**config.mk**
```make
export PLATFORM = sky130hd
export DESIGN_NAME = uart_tx_arbiter
export DESIGN_NICKNAME = d
export VERILOG_FILES = /design/src/rtl/uart_tx_arbiter.sv
export SDC_FILE = /design/constraint.sdc
export NUM_CORES = 1
export LEC_CHECK = 0
export CAP_MARGIN = 5
export CORE_UTILIZATION = 42
export CTS_BUF_LIST = sky130_fd_sc_hd__clkbuf_16
export CTS_CLUSTER_SIZE = 28
export DETAILED_ROUTE_END_ITERATION = 16
export HOLD_SLACK_MARGIN = 0.15
export MAX_ROUTING_LAYER = met4
export PLACE_DENSITY_LB_ADDON = 0.3
export SLEW_MARGIN = 20
export SYNTH_ARGS = -nofsm -noshare
export SYNTH_HDL_FRONTEND = slang
export SYNTH_SLANG_ARGS = --single-unit
```
**constraint.sdc**
```tcl
create_clock -name CLK -period 3.3 [get_ports CLK]
set_input_delay 0.66 -clock CLK [delete_from_list [all_inputs] [get_ports CLK]]
set_output_delay 0.66 -clock CLK [all_outputs]
set_load 0.005 [all_outputs]
```
**src/rtl/uart_tx_arbiter.sv**
```systemverilog
// Round-robin scheduler sharing one UART transmitter among NUM_REQ byte producers.
// Launches one byte per frame, tracks Tx_busy, enforces an idle gap and a launch watchdog.
module uart_tx_arbiter #(
    parameter int unsigned NUM_REQ    = 4,
    parameter int unsigned DATA_W     = 8,
    parameter int unsigned GAP_CYCLES = 2,
    parameter int unsigned TIMEOUT    = 8
) (
    input  logic                       CLK,
    input  logic                       Reset,
    input  logic [NUM_REQ-1:0]         Req,
    input  logic [NUM_REQ*DATA_W-1:0]  Req_data,
    output logic [NUM_REQ-1:0]         Ack,
    output logic [DATA_W-1:0]          Tx_data,
    output logic                       Tx_valid,
    input  logic                       Tx_busy,
    output logic [$clog2(NUM_REQ)-1:0] Grant_id,
    output logic                       Arb_busy,
    input  logic                       Err_clr,
    output logic                       Err_flag
);

    localparam int unsigned PTR_W   = $clog2(NUM_REQ);
    localparam int unsigned CNT_MAX = (TIMEOUT > GAP_CYCLES) ? TIMEOUT : GAP_CYCLES;
    localparam int unsigned CNT_W   = $clog2(CNT_MAX + 1);
    localparam logic [CNT_W-1:0] TO_LAST  = CNT_W'(TIMEOUT - 1);
    localparam logic [CNT_W-1:0] GAP_LAST = CNT_W'((GAP_CYCLES > 0) ? GAP_CYCLES - 1 : 0);

    typedef enum logic [2:0] {
        S_IDLE,
        S_LAUNCH,
        S_WAIT_BUSY,
        S_WAIT_DONE,
        S_GAP
    } state_t;

    // Where a finished or aborted frame goes; with no gap configured it returns straight to IDLE.
    localparam state_t POST_ST   = (GAP_CYCLES == 0) ? S_IDLE : S_GAP;
    localparam logic   POST_BUSY = (GAP_CYCLES != 0);

    state_t             r_state;
    logic [NUM_REQ-1:0] r_ack;
    logic [DATA_W-1:0]  r_tx_data;
    logic               r_tx_valid;
    logic [PTR_W-1:0]   r_grant;
    logic [PTR_W-1:0]   r_ptr;
    logic [CNT_W-1:0]   r_cnt;
    logic               r_arb_busy;
    logic               r_err;

    logic               w_found;
    logic [PTR_W-1:0]   w_win;
    logic [DATA_W-1:0]  w_data;

    // Rotating priority: first pass covers ptr..NUM_REQ-1, second pass wraps to 0..ptr-1.
    always_comb begin
        w_found = 1'b0;
        w_win   = '0;
        w_data  = '0;
        for (int unsigned j = 0; j < NUM_REQ; j++) begin
            if (!w_found && Req[j] && (j >= 32'(r_ptr))) begin
                w_found = 1'b1;
                w_win   = PTR_W'(j);
                w_data  = Req_data[j*DATA_W +: DATA_W];
            end
        end
        for (int unsigned j = 0; j < NUM_REQ; j++) begin
            if (!w_found && Req[j] && (j < 32'(r_ptr))) begin
                w_found = 1'b1;
                w_win   = PTR_W'(j);
                w_data  = Req_data[j*DATA_W +: DATA_W];
            end
        end
    end

    always_ff @(posedge CLK or negedge Reset) begin
        if (!Reset) begin
            r_state    <= S_IDLE;
            r_ack      <= '0;
            r_tx_data  <= '0;
            r_tx_valid <= 1'b0;
            r_grant    <= '0;
            r_ptr      <= '0;
            r_cnt      <= '0;
            r_arb_busy <= 1'b0;
            r_err      <= 1'b0;
        end else begin
            r_ack      <= '0;
            r_tx_valid <= 1'b0;
            case (r_state)
                S_IDLE: begin
                    // A busy transmitter here belongs to someone else; hold off until it frees.
                    if (w_found && !Tx_busy) begin
                        r_grant    <= w_win;
                        r_tx_data  <= w_data;
                        r_ack      <= NUM_REQ'(1) << w_win;
                        r_tx_valid <= 1'b1;
                        r_arb_busy <= 1'b1;
                        r_state    <= S_LAUNCH;
                    end
                end
                S_LAUNCH: begin
                    r_ptr   <= (r_grant == PTR_W'(NUM_REQ - 1)) ? '0 : r_grant + PTR_W'(1);
                    r_cnt   <= '0;
                    r_state <= Tx_busy ? S_WAIT_DONE : S_WAIT_BUSY;
                end
                S_WAIT_BUSY: begin
                    if (Tx_busy) begin
                        r_cnt   <= '0;
                        r_state <= S_WAIT_DONE;
                    end else if (r_cnt == TO_LAST) begin
                        r_err      <= 1'b1;
                        r_cnt      <= '0;
                        r_arb_busy <= POST_BUSY;
                        r_state    <= POST_ST;
                    end else begin
                        r_cnt <= r_cnt + CNT_W'(1);
                    end
                end
                S_WAIT_DONE: begin
                    if (!Tx_busy) begin
                        r_cnt      <= '0;
                        r_arb_busy <= POST_BUSY;
                        r_state    <= POST_ST;
                    end
                end
                S_GAP: begin
                    if (r_cnt == GAP_LAST) begin
                        r_cnt      <= '0;
                        r_arb_busy <= 1'b0;
                        r_state    <= S_IDLE;
                    end else begin
                        r_cnt <= r_cnt + CNT_W'(1);
                    end
                end
                default: begin
                    r_cnt      <= '0;
                    r_arb_busy <= 1'b0;
                    r_state    <= S_IDLE;
                end
            endcase
            if (Err_clr) begin
                r_err <= 1'b0;
            end
        end
    end

    assign Ack      = r_ack;
    assign Tx_data  = r_tx_data;
    assign Tx_valid = r_tx_valid;
    assign Grant_id = r_grant;
    assign Arb_busy = r_arb_busy;
    assign Err_flag = r_err;

endmodule
```
==> run summary, run 1 <==
Run status = complete, no violations
Crit Path Max Fanout = 17
Endpoints failing setup = 0
Met2 wire len = 2500 um
All-Layer GR Usage = 25.2%
Depth of the CTS H-tree = 1
FP Rows = 23
Most frequent cells in the layout = 56 x clkdlybuf4s50_1, 26 x dfrtp_1, 17 x nand2_1
# Post-CTS Setup Buffers = 0
Routed wire length = 5140 um
Clock transition at path regs = 0.07 ns
P_leak = 1.09 nW
CTS sink cnt = 26
Initial antenna violation count = 0
Final HPWL DP = 3600 um
Routed via count = 1829
P per Cell Area = 714 nW/um2
Slowest stage delay, CP = 0.69 ns
WL met1 = 2290 um
Area grow syn2layout = 39.5%
Die height = 67.1 um
Synth Instances = 203
Layout cell share with drive strength beyond 1 = 6.98%
Count of final max-slew check failures = 0
Worst Clk Skew = 0.00369 ns
First-pass GRT wire length = 8210 um
Cell Chain, Critical Path = clkdlybuf4s50_1 > nor4_1 > or4_1 > inv_8 > nand2_1 > a221oi_1 > a21oi_1
Net count, final = 302
Hold Crit Class = reg -> reg
Slew headroom = 53.0%
Syn_nets = 246
Clock latency on the worst-skew pair = 0.27 ns
Sequential fraction of the synthesis area = 36.5%
Resized cells post-CTS = 0
Met3 WL post-DR = 295 um
RSZ-0062 raised after global routing = false
Core ar. = 4030 um2
GPL Wtd Cong = 0.932
Die area = 4510 um2
Cell area after layout = 2480 um2
Initial DRC count = 218
ANT nets after route = 0
Type of origin of the critical path = input port
Critical path class = in -> reg
Final min period = 2.61 ns
Setup TNS Final = 0 ns
Worst Path Arrival = 2.76 ns
Post-route DRC = 0
Highest clock rate = 0.383 GHz
Ant diodes = 0
Yosys warns = 0
Largest net degree at the start of global routing = 27
Avg WL per Cell = 16.7 um
IO Port Bufs = 56
Vias per inst = 5.94
Yosys top cell area share = 36.5%
Crit share post-route = 79.2%
Num CTS Buffers = 3
Hold slack = 0.515 ns
Maxcap violations = 0
Multi-input gate area = 986 um2
Post-Syn Area = 1780 um2
Cell Area, Placed = 2380 um2
Initial core utilization = 44.2%
CP Capture Type = flop
Root buf cell = clkbuf_16
Global route overflow = 0
# IOs = 57
EDFF count, synth = 0
Main synth FF type = dfrtp_1
Reg area = 651 um2
CTS tree = yes
Slew @ Worst Pin = 0.705 ns
DR top layer = met4
DRT Pass-1 Iters = 4
Synth cell types = 41
Vias in the first global route = 1719
Post-synth ARST share = 100%
Clock Path Buffers = 2
Avg Inst Size Synth = 8.78 um2
Die width = 67.1 um
VDD IR max = 378 uV
CP max stage cell = or4_1
#FFs+latches synth = 26
Post-CTS Hold Fix Bufs = 0
WP data required = 3.45 ns
Commonest non-fill, non-tap cell in the layout = clkdlybuf4s50_1
Final Hold Viols = 0
Ranking of synthesized cells by area = dfrtp_1 37%, mux2i_1 4.5%, a21oi_1 4.2%
Fill cells = 350
Yosys top cell by area = dfrtp_1
-- critical path: cells and delay by family --
family          cells  cell delay [ns]
simple gates        3             0.91
buf+inv             2             0.81
compound gates      2             0.38
-- kinds of logic (layout without fill, tap and decap cells) --
| logic type | after synthesis | after routing | synth area share, % |
|---|---|---|---|
| compound gates | 72 | 72 | 28.4 |
| fa+ha+maj | 3 | 3 | 2.11 |
| buf+inv | 28 | 83 | 8.15 |
| flops | 26 | 26 | 36.5 |
| mux | 8 | 8 | 4.49 |
| simple gates | 66 | 66 | 20.3 |
-- sequential cells by signal, summed over array words and instances, names as in the netlist --
name,flops
Arb_busy,1
Tx_valid,1
r_cnt,4
r_state,3
r_ptr,2
Tx_data,8
Grant_id,2
Err_flag,1
Ack,4
-- metal layers --
metal	track usage, %	up-vias
li1	-	884
met1	34.0	874
met2	38.9	66
met3	3.38	5
met4	8.24	0
met5	-	-
-- per-stage QoR --
step | setup WS (ns) | power (mW) | std cells | utilization, %
finish | 0.686 | 1.77 | 308 | 61.7
global route | 0.594 | 1.89 | 308 | 61.7
CTS | 0.697 | 1.77 | 308 | 61.7
detailed placement | 0.432 | 1.41 | 304 | 59.1
global placement | 0.541 | 1.39 | 304 | 59.1
floorplan | 1.25 | 1.08 | 203 | -
-- power by group --
group	internal [mW]	switching, mW
sequential	0.435	0.158
clock	0.242	0.118
combinational	0.433	0.389
-- final cells by class --
cell class	instances	share of cell area, %
Clock buffer	3	3.02
Clock inverter	1	1.21
Inverter	16	2.72
Multi-Input combinational cell	149	39.7
Sequential cell	26	26.2
Tap cell	50	2.52
Timing Repair Buffer	63	24.7
-- path summary, 6_finish.rpt --
path | depth (start not counted) | start | slack [ns] | to
max | 7 | Req[3] | 0.69 | Tx_data[3]$_DFFE_PN0P_
min | 2 | Err_flag$_DFFE_PN0P_ | 0.51 | Err_flag$_DFFE_PN0P_
max reg2reg | 6 | r_state[0]$_DFFE_PN0P_ | 1.09 | Tx_data[3]$_DFFE_PN0P_
min reg2reg | 2 | Err_flag$_DFFE_PN0P_ | 0.51 | Err_flag$_DFFE_PN0P_
max in group asynchronous | 2 | Reset | 2.28 | r_cnt[2]$_DFFE_PN0P_
min in group asynchronous | 2 | Reset | 0.77 | Ack[2]$_DFF_PN0_
-- synthesized netlist by cell type, types with 2 or more instances --
cell,number
ha_1,3
buf_6,2
nor4_1,2
a31oi_1,8
mux2i_1,8
o32ai_1,8
dfrtp_1,26
o21ai_0,15
a211o_1,2
inv_1,15
a221oi_1,7
nand4_1,2
nor2b_1,2
o22ai_1,2
a22oi_1,4
o221ai_1,4
clkbuf_1,7
and3b_1,8
nor2_1,13
a21oi_1,15
nor3_1,2
a221oi_2,2
nand2b_1,6
nand2_1,17
nor3b_1,2
nand3_1,6
No activity file was read; power rests on OpenSTA's default activity.
==> inputs of run 2 (changes only) <==
Clock period 3.3 ns to 2.5 ns, I/O delays scaled along.
==> run 2 against run 1 <==
Net effect:
- flip-flop and latch count stayed put
- final cell count is 2.6% higher
- combinational power is 35% higher
- sequential power is 30% higher
- sequential share of layout area is 0.62 points lower
- highest routed layer unchanged
==> run summary, run 2 (synthesis gave the netlist of run 1 again) <==
Run status = complete, no violations
Resized cells post-CTS = 0 (unchanged)
CTS sink cnt = 26 (unchanged)
Post-route DRC = 0 (unchanged)
Crit Path Max Fanout = 11 (-6)
Post-route setup slack = 0.309 ns (-0.376 ns)
WP data required = 2.63 ns (-0.82 ns)
Vias in the first global route = 1768 (+2.9%)
IO Port Bufs = 56 (unchanged)
Highest clock rate = 0.456 GHz
Die width = 67.1 um (unchanged)
Final min period = 2.19 ns
CTS tree = yes
Routed wire length = 5040 um (-2.0%)
Count of final max-slew check failures = 0 (unchanged)
Avg WL per Cell = 15.9 um (-4.5%)
All-Layer GR Usage = 24.8% (-0.45 points)
First-pass GRT wire length = 8230 um (+0.24%)
Area grow syn2layout = 42.8%
RSZ-0062 raised after global routing = false
Final HPWL DP = 3590 um (-0.26%)
P_leak = 1.13 nW (+3.6%)
Routed via count = 1861 (+1.7%)
Setup TNS Final = 0 ns (unchanged)
Type of origin of the critical path = input port
Slew @ Worst Pin = 0.643 ns (-0.0620 ns)
Final Hold Viols = 0 (unchanged)
Depth of the CTS H-tree = 1 (unchanged)
Num CTS Buffers = 3 (unchanged)
Critical path class = in -> reg
VDD IR max = 452 uV (+19%)
Placed Instances = 312 (+2.6%)
Worst Path Arrival = 2.32 ns (-0.44 ns)
Commonest non-fill, non-tap cell in the layout = clkdlybuf4s50_1
Global route overflow = 0 (unchanged)
Slew headroom = 57.1% (+4.1 points)
Initial DRC count = 140 (-36%)
CP Capture Type = flop
Post-Layout Cell Count = 316 (+2.6%)
Endpoints failing setup = 0 (unchanged)
Ant diodes = 0 (unchanged)
Clock transition at path regs = 0.07 ns (about the same)
Core ar. = 4030 um2 (unchanged)
Largest net degree at the start of global routing = 27 (unchanged)
# Post-CTS Setup Buffers = 0 (unchanged)
ANT nets after route = 0 (unchanged)
Hold slack = 0.524 ns (+0.00857 ns)
Root buf cell = clkbuf_16
Die area = 4510 um2 (unchanged)
Crit share post-route = 87.6%
Clock Path Buffers = 2 (unchanged)
FP Rows = 23 (unchanged)
Place WS = 0.0446 ns (-0.387 ns)
Vias per inst = 5.89 (-0.83%)
Die height = 67.1 um (unchanged)
Clock latency on the worst-skew pair = 0.26 ns (about the same)
Post-CTS Hold Fix Bufs = 0 (unchanged)
Initial antenna violation count = 0 (unchanged)
Initial core utilization = 44.2% (unchanged)
Max reg flops = 8 (unchanged)
Hold Crit Class = reg -> reg
Worst Clk Skew = 0.00234 ns (-0.00135 ns)
Most frequent cells in the layout = 56 x clkdlybuf4s50_1, 26 x dfrtp_1, 17 x nand2_1
GPL Wtd Cong = 0.840 (-9.8%)
Net count, final = 310 (+2.6%)
Layout cell share with drive strength beyond 1 = 9.77% (+2.8 points)
# IOs = 57 (unchanged)
DRT Pass-1 Iters = 4 (unchanged)
P per Cell Area = 925 nW/um2 (+30%)
Maxcap violations = 0 (unchanged)
==> run 2: final timing paths <==
kind                                               from                       to  slack (ns)  cells after the start
worst max-delay path                             Req[0]   Tx_data[7]$_DFFE_PN0P_        0.31                      7
worst min-delay path            Grant_id[1]$_DFFE_PN0P_  Grant_id[1]$_DFFE_PN0P_        0.52                      2
worst max register to register   r_state[0]$_DFFE_PN0P_   Tx_data[7]$_DFFE_PN0P_        0.48                      6
worst min register to register  Grant_id[1]$_DFFE_PN0P_  Grant_id[1]$_DFFE_PN0P_        0.52                      2
max in group asynchronous                         Reset     r_cnt[2]$_DFFE_PN0P_        1.64                      2
min in group asynchronous                         Reset         Ack[2]$_DFF_PN0_        0.61                      2
==> run 2: area by class of cell <==
type | instances | area, um2
Fill cell | 363 | 1480
Multi-Input combinational cell | 149 | 986
Timing Repair Buffer | 71 | 673
Sequential cell | 26 | 651
Clock buffer | 3 | 75.1
Inverter | 16 | 67.6
Tap cell | 50 | 62.6
Clock inverter | 1 | 30.0
==> run 2: power breakdown <==
group | switching [mW] | leakage [nW] | total (mW) | internal (mW)
Combinational | 0.510 | 0.745 | 1.11 | 0.602
Clock | 0.153 | 0.0511 | 0.472 | 0.319
Sequential | 0.197 | 0.330 | 0.771 | 0.574
==> run 2: routing by layer <==
layer	wire (um)	global-route usage (%)	vias up	share of wire (%)
met2	2370	35.9	73	47
li1	-	-	899	-
met5	0	-	-	0
met4	26	8.51	0	0.52
met1	2300	35.4	887	46
met3	339	2.87	2	6.7
==> run 2: metrics by stage <==
| stage | power [mW] | util [%] | instance area (um2) |
|---|---|---|---|
| 3_3_place_gp | 1.86 | 60.6 | 2440 |
| 2_1_floorplan | 1.43 | - | 1780 |
| 3_5_place_dp | 1.88 | 60.6 | 2440 |
| 5_1_grt | 2.53 | 63.2 | 2540 |
| 4_1_cts | 2.36 | 63.2 | 2540 |
| 6_report | 2.35 | 63.2 | 2540 |
==> run 2: worst max-delay path: stages <==
cell             delay (ns)
clkdlybuf4s50_1        0.54
nor4_1                 0.09
or4_1                  0.59
inv_8                  0.14
nand2_2                0.10
a221oi_1               0.25
a22oi_1                0.10
